## src/rtl/loader_pkg.sv

```systemverilog
// Shared definitions for the IMEM program loader.
// Contents:
//   state_e         loader FSM state encoding
//   HDR_BYTES       number of little-endian bytes in the length header
//   BYTES_PER_WORD  number of stream bytes packed into one IMEM word
package loader_pkg;

    typedef enum logic [2:0] {
        ST_HDR  = 3'd0,
        ST_DATA = 3'd1,
        ST_CSUM = 3'd2,
        ST_DONE = 3'd3,
        ST_ERR  = 3'd4
    } state_e;

    localparam int HDR_BYTES      = 4;
    localparam int BYTES_PER_WORD = 4;

endpackage

```

## src/rtl/byte_packer.sv

```systemverilog
// Little-endian byte-to-word packer shared by the header and data phases.
// Ports:
//   clk_i         rising-edge clock
//   rst_i         asynchronous active-high reset
//   clear_i       restart packing at byte 0 (asserted on every loader state change)
//   byte_valid_i  a byte is presented and consumed this cycle
//   byte_i        byte data
//   word_valid_o  combinational: this byte completes a word
//   word_o        combinational: packed word, first byte in bits [7:0]
//   count_o       number of bytes already held for the current word
module byte_packer
    import loader_pkg::*;
(
    input  logic        clk_i,
    input  logic        rst_i,
    input  logic        clear_i,
    input  logic        byte_valid_i,
    input  logic [7:0]  byte_i,
    output logic        word_valid_o,
    output logic [31:0] word_o,
    output logic [1:0]  count_o
);

    localparam logic [1:0] LAST_IDX = 2'(BYTES_PER_WORD - 1);

    logic [1:0]  cnt_q;
    // Only the first three bytes need storage; the fourth is taken straight from byte_i.
    logic [23:0] sr_q;

    always_ff @(posedge clk_i or posedge rst_i) begin
        if (rst_i) begin
            cnt_q <= '0;
            sr_q  <= '0;
        end else if (clear_i) begin
            cnt_q <= '0;
        end else if (byte_valid_i) begin
            cnt_q <= cnt_q + 2'd1;
            sr_q  <= {byte_i, sr_q[23:8]};
        end
    end

    assign word_valid_o = byte_valid_i && (cnt_q == LAST_IDX);
    assign word_o       = {byte_i, sr_q};
    assign count_o      = cnt_q;

endmodule

```

## src/rtl/imem_program_loader.sv

```systemverilog
// Boot-time program loader in front of the single-cycle RISC-V core.
// Receives a byte stream: 4-byte LE word count, LEN words as LE bytes, then one
// XOR checksum byte over the data bytes. Writes each packed word to IMEM and
// releases the core from reset only when the whole image and checksum are good.
// Ports:
//   clk, rst               clock, asynchronous active-high reset
//   s_valid/s_data/s_ready byte stream handshake
//   imem_we/addr/wdata     registered one-cycle IMEM write port (byte address)
//   core_rst_n             active-low core reset, high only after a good load
//   done, error            sticky status flags
module imem_program_loader
    import loader_pkg::*;
#(
    parameter int DEPTH_WORDS = 256,
    parameter int ADDR_W      = 32,
    parameter int TIMEOUT_CYC = 0
) (
    input  logic              clk,
    input  logic              rst,
    input  logic              s_valid,
    input  logic [7:0]        s_data,
    output logic              s_ready,
    output logic              imem_we,
    output logic [ADDR_W-1:0] imem_addr,
    output logic [31:0]       imem_wdata,
    output logic              core_rst_n,
    output logic              done,
    output logic              error
);

    localparam int CW     = $clog2(DEPTH_WORDS + 1);
    localparam int IDLE_W = (TIMEOUT_CYC > 0) ? $clog2(TIMEOUT_CYC + 1) : 1;
    localparam logic [IDLE_W-1:0] IDLE_LAST =
        IDLE_W'((TIMEOUT_CYC > 0) ? TIMEOUT_CYC - 1 : 0);
    localparam logic [31:0] MAX_LEN = 32'(DEPTH_WORDS);

    state_e              state_q, state_d;
    logic [CW-1:0]       word_idx_q;
    logic [CW-1:0]       len_q;
    logic [7:0]          csum_q;
    logic [IDLE_W-1:0]   idle_q;
    logic                imem_we_q;
    logic [ADDR_W-1:0]   imem_addr_q;
    logic [31:0]         imem_wdata_q;
    logic                done_q, error_q, core_rst_n_q;

    logic                accept;
    logic                pk_in, pk_clear, pk_valid;
    logic [31:0]         pk_word;
    logic [1:0]          pk_cnt;
    logic                idle_run, timeout, last_word;

    // s_ready is gated by rst so it is low for the whole reset pulse, not just after it.
    assign s_ready = !rst && (state_q == ST_HDR || state_q == ST_DATA || state_q == ST_CSUM);
    assign accept  = s_valid && s_ready;

    assign pk_in    = accept && (state_q == ST_HDR || state_q == ST_DATA);
    assign pk_clear = (state_d != state_q);

    byte_packer u_packer (
        .clk_i        (clk),
        .rst_i        (rst),
        .clear_i      (pk_clear),
        .byte_valid_i (pk_in),
        .byte_i       (s_data),
        .word_valid_o (pk_valid),
        .word_o       (pk_word),
        .count_o      (pk_cnt)
    );

    // In HDR the idle timer only arms once a header byte is held, so the loader
    // can wait forever for the stream to start.
    assign idle_run  = (state_q == ST_DATA) || (state_q == ST_CSUM) ||
                       (state_q == ST_HDR && pk_cnt != 2'd0);
    assign timeout   = (TIMEOUT_CYC > 0) && idle_run && !accept && (idle_q == IDLE_LAST);
    assign last_word = (word_idx_q == (len_q - CW'(1)));

    always_comb begin
        state_d = state_q;
        case (state_q)
            ST_HDR: begin
                if (pk_valid) begin
                    if (pk_word > MAX_LEN)    state_d = ST_ERR;
                    else if (pk_word == '0)   state_d = ST_CSUM;
                    else                      state_d = ST_DATA;
                end else if (timeout) begin
                    state_d = ST_ERR;
                end
            end
            ST_DATA: begin
                if (pk_valid && last_word) state_d = ST_CSUM;
                else if (timeout)          state_d = ST_ERR;
            end
            ST_CSUM: begin
                if (accept)       state_d = (s_data == csum_q) ? ST_DONE : ST_ERR;
                else if (timeout) state_d = ST_ERR;
            end
            default: state_d = state_q;
        endcase
    end

    always_ff @(posedge clk or posedge rst) begin
        if (rst) begin
            state_q      <= ST_HDR;
            word_idx_q   <= '0;
            len_q        <= '0;
            csum_q       <= '0;
            idle_q       <= '0;
            imem_we_q    <= 1'b0;
            imem_addr_q  <= '0;
            imem_wdata_q <= '0;
            done_q       <= 1'b0;
            error_q      <= 1'b0;
            core_rst_n_q <= 1'b0;
        end else begin
            state_q   <= state_d;
            imem_we_q <= 1'b0;

            // LEN is range-checked before DATA, so truncation to CW bits is lossless when used.
            if (state_q == ST_HDR && pk_valid)
                len_q <= pk_word[CW-1:0];

            if (state_q == ST_DATA && pk_valid) begin
                imem_we_q    <= 1'b1;
                imem_addr_q  <= ADDR_W'(word_idx_q) << 2;
                imem_wdata_q <= pk_word;
                word_idx_q   <= word_idx_q + CW'(1);
            end

            if (state_q == ST_DATA && accept)
                csum_q <= csum_q ^ s_data;

            if (accept || !idle_run)
                idle_q <= '0;
            else if (TIMEOUT_CYC > 0)
                idle_q <= idle_q + IDLE_W'(1);

            done_q       <= (state_d == ST_DONE);
            error_q      <= (state_d == ST_ERR);
            core_rst_n_q <= (state_d == ST_DONE);
        end
    end

    assign imem_we    = imem_we_q;
    assign imem_addr  = imem_addr_q;
    assign imem_wdata = imem_wdata_q;
    assign done       = done_q;
    assign error      = error_q;
    assign core_rst_n = core_rst_n_q;

endmodule

```

## config.mk

```make
export PLATFORM = sky130hd
export DESIGN_NAME = imem_program_loader
export DESIGN_NICKNAME = d
export VERILOG_FILES = /design/src/rtl/loader_pkg.sv /design/src/rtl/byte_packer.sv /design/src/rtl/imem_program_loader.sv
export SDC_FILE = /design/constraint.sdc
export NUM_CORES = 1
export LEC_CHECK = 0
export ABC_CLOCK_PERIOD_IN_PS = 3500
export CAP_MARGIN = 5
export CORE_ASPECT_RATIO = 0.9
export CORE_MARGIN = 2
export CORE_UTILIZATION = 40
export CTS_CLUSTER_SIZE = 25
export DETAILED_ROUTE_END_ITERATION = 12
export HOLD_SLACK_MARGIN = 0.06
export PLACE_DENSITY_LB_ADDON = 0.15
export SLEW_MARGIN = 40
export SYNTH_ARGS = -nofsm -noshare
export SYNTH_HDL_FRONTEND = slang
export SYNTH_SLANG_ARGS = --single-unit
```

## constraint.sdc

```tcl
create_clock -name clk -period 3.5 [get_ports clk]
set_input_delay 0.525 -clock clk [delete_from_list [all_inputs] [get_ports clk]]
set_output_delay 0.525 -clock clk [all_outputs]
set_load 0.01 [all_outputs]
```

==> impl_metrics.py <==
metrics = {
    "run_status": {
        "status": "finished, final reports clean",
    },
    "setup_path": {
        "critical_path_peak_fanout": 26,
        "critPathArrivalTime_ns": 3.15,
        "r2r_slack_ns": 0.58,
        "critPathMaxStageDelay_ns": 0.43,
        "critical_path_class": "register to register",
        "crit_required_ns": 3.73,
        "worstPathCellList": "inv_1 -> ha_1 -> or3b_4 -> o221a_1 -> a311oi_2 -> nand2_2 -> a31oi_4 -> buf_4 -> mux2_2",
        "cp_slowest_cell": "dfrtp_1",
        "startpoint_type": "register",
        "cp_top_family": "compound AO/OA/AOI/OAI gates",
        "critPathCaptureType": "register",
        "cp_num_buf_inv": 2,
    },
    "synthesis": {
        "synth_seq_area_share": 0.537,
        "synthArstFlopShare": 1.00,
        "synth_area_leaders": "dfrtp_1 54%, nand2_1 12%, mux2_4 5.9%",
        "synthesis.area_sq_mm": 0.00461,
        "synth_most_common_cell": "nand2_1",
        "ys_types": 46,
        "synth_top_area_frac": 0.537,
        "ys.flop_type": "dfrtp_1",
        "yosys_warnings": 0,
        "syn_avg_cell_area_sq_um": 10.5,
        "yosys-top-cells-count": "144 x nand2_1, 99 x dfrtp_1, 28 x xnor2_1",
        "synth_cells": 440,
        "synth_edf_count": 0,
        "yosysTopAreaCell": "dfrtp_1",
        "ys_ff_latch": 99,
    },
    "pwr": {
        "peakVddDrop_mv": 0.315,
        "power_leakage_nw": 2.72,
        "p_per_area_mw_per_mm2": 430,
    },
    "floorplan": {
        "die_h_um": 106,
        "io_pins": 80,
        "fp-row-count": 37,
        "die-area_sq_mm": 0.0124,
        "core_area_sq_mm": 0.0113,
        "die_w_um": 117,
        "start_util": 0.407,
    },
    "grt": {
        "grt_max_degree": 47,
        "grt_pass1_vias": 3081,
        "grt.total_usage": 0.167,
        "grt_first_pass_wirelength_mm": 16.0,
        "antenna_found_initial": 0,
        "gr-total-overflow": 0,
    },
    "clock_tree": {
        "post_cts_resized": 0,
        "clk_path_buf_depth": 2,
        "post-cts-setup-buffer-count": 0,
        "worst_skew_pair.late_latency_ns": 0.34,
        "clk_pin_slew_ns": 0.07,
        "cts_tree": "done",
        "cts_hold_buf": 0,
        "cts-htree-levels": 3,
        "root_buffer": "clkbuf_16",
        "numCtsBuffers": 9,
        "cts_sinks": 99,
    },
    "detailed_routing": {
        "num_vias": 3142,
        "dr.pass1.iters": 4,
        "wl_mm": 9.48,
        "viasPerCell": 4.78,
        "route.detailed.drc": 0,
        "drt-initial-drc-count": 116,
        "ant_nets": 0,
        "wire_per_inst_um": 14.4,
    },
    "placement": {
        "gp_congestion": 0.779,
        "place_ws_ns": 0.579,
        "hpwl_mm": 6.50,
        "numPortBuffers": 56,
        "post-place-cells": 641,
    },
    "run": {
        "max_cap_viol_count": 0,
    },
    "finish": {
        "instances_no_fill": 657,
        "diodes": 0,
        "area_growth_pct": 21.7,
        "layout-drive-gt1-share": 0.130,
        "finalNetCount": 510,
        "fin_util": 0.495,
    },
    "timing": {
        "fin_crit_sh": 0.834,
        "hold_viol": 0,
        "layout_setup_ws_ns": 0.580,
        "slew_violations": 0,
        "max_freq_ghz": 0.342,
        "setup_tns_ns": 0,
        "tightest_slew_ns": 0.686,
        "grt_setup_unrepaired": "false",
        "finClkSkew_ns": 0.00746,
        "holdWs_ns": 0.471,
        "maxSlewHeadroom": 0.540,
        "period_needed_ns": 2.92,
        "finalSetupViolCount": 0,
    },
    "min_path": {
        "min_path_type": "register to register",
    },
}
[state kept, by name, summed over array words and instances, names as in the netlist]
register          cells
state_q               3
imem_addr             9
core_rst_n            1
error                 1
imem_we               1
u_packer.sr_q        24
word_idx_q            9
len_q                 9
csum_q                8
u_packer.count_o      2
imem_wdata           32
[placed cells by master, fill, tap and decap left out, types with 4 or more instances in the layout]
cell and instances:
nand2_1 144, dfrtp_1 99, clkdlybuf4s50_1 56, xnor2_1 28
conb_1 23, mux2_4 18, mux2_2 17, nor2_1 12
nand4_1 10, nor4_1 9, clkbuf_16 9, nand3_1 7
inv_1 6, buf_4 6, nor3_1 4, xor2_1 4
bufinv_16 4
[report_power, final]
| group | switching (mW) | total (mW) | internal (mW) |
|---|---|---|---|
| Clock | 0.433 | 1.21 | 0.774 |
| Sequential | 0 | 1.14 | 1.14 |
| Combinational | 0.0464 | 0.0625 | 0.0162 |
[final cells by class]
| cell class | instances | area [sq um] |
|---|---|---|
| fill | 1064 | 5730 |
| sequential | 99 | 2480 |
| multi-input combinational | 315 | 1920 |
| timing repair buffer | 63 | 626 |
| clock buffer | 10 | 229 |
| tap | 156 | 195 |
| clock inverter | 6 | 136 |
| inverter | 8 | 32.5 |
[metrics by stage]
step                      power, mW  cell area [sq um]
after floorplan                1.22               4700
after global placement         1.23               5250
after detailed placement       1.23               5250
after CTS                      2.46               5610
after global routing           2.50               5610
final                          2.41               5610
[worst register-to-register path: cells and delay by family (launching register included)]
| family | cells | cell delay (ns) |
|---|---|---|
| AOI/OAI and AO/OA | 3 | 0.74 |
| and+or+nand+nor | 2 | 0.53 |
| buffers and inverters | 2 | 0.48 |
| DFF | 1 | 0.43 |
| muxes | 1 | 0.41 |
| adders and majority gates | 1 | 0.22 |
[per-layer routing]
metal	up-vias	track usage	routed length [um]
met5	-	0	0
met4	0	0.0496	133
met3	11	0.0477	392
met2	61	0.256	4490
met1	1545	0.230	4470
li1	1525	-	-
[path summary, 6_finish.rpt]
path | start | end | depth (start not counted)
max reg2reg | len_q[0] | u_packer.sr_q[21] | 9
min in group asynchronous | rst | state_q[2] | 2
min reg2reg | imem_addr[9] | imem_addr[9] | 2
max | len_q[0] | u_packer.sr_q[21] | 9
min | imem_addr[9] | imem_addr[9] | 2
max in group asynchronous | rst | len_q[7] | 3
[logic make-up (layout without fill, tap and decap cells)]
kind of cell,after synthesis,after routing,share of synthesized area
AOI/OAI and AO/OA,17,17,0.0325
xor gates and xnor gates,32,32,0.0608
adders and majority gates,3,3,0.00814
buffers and inverters,48,87,0.0654
DFF,99,99,0.537
muxes,36,36,0.102
other,1,23,0.000813
and+or+nand+nor,204,204,0.193
No activity file was read; power rests on OpenSTA's default activity.
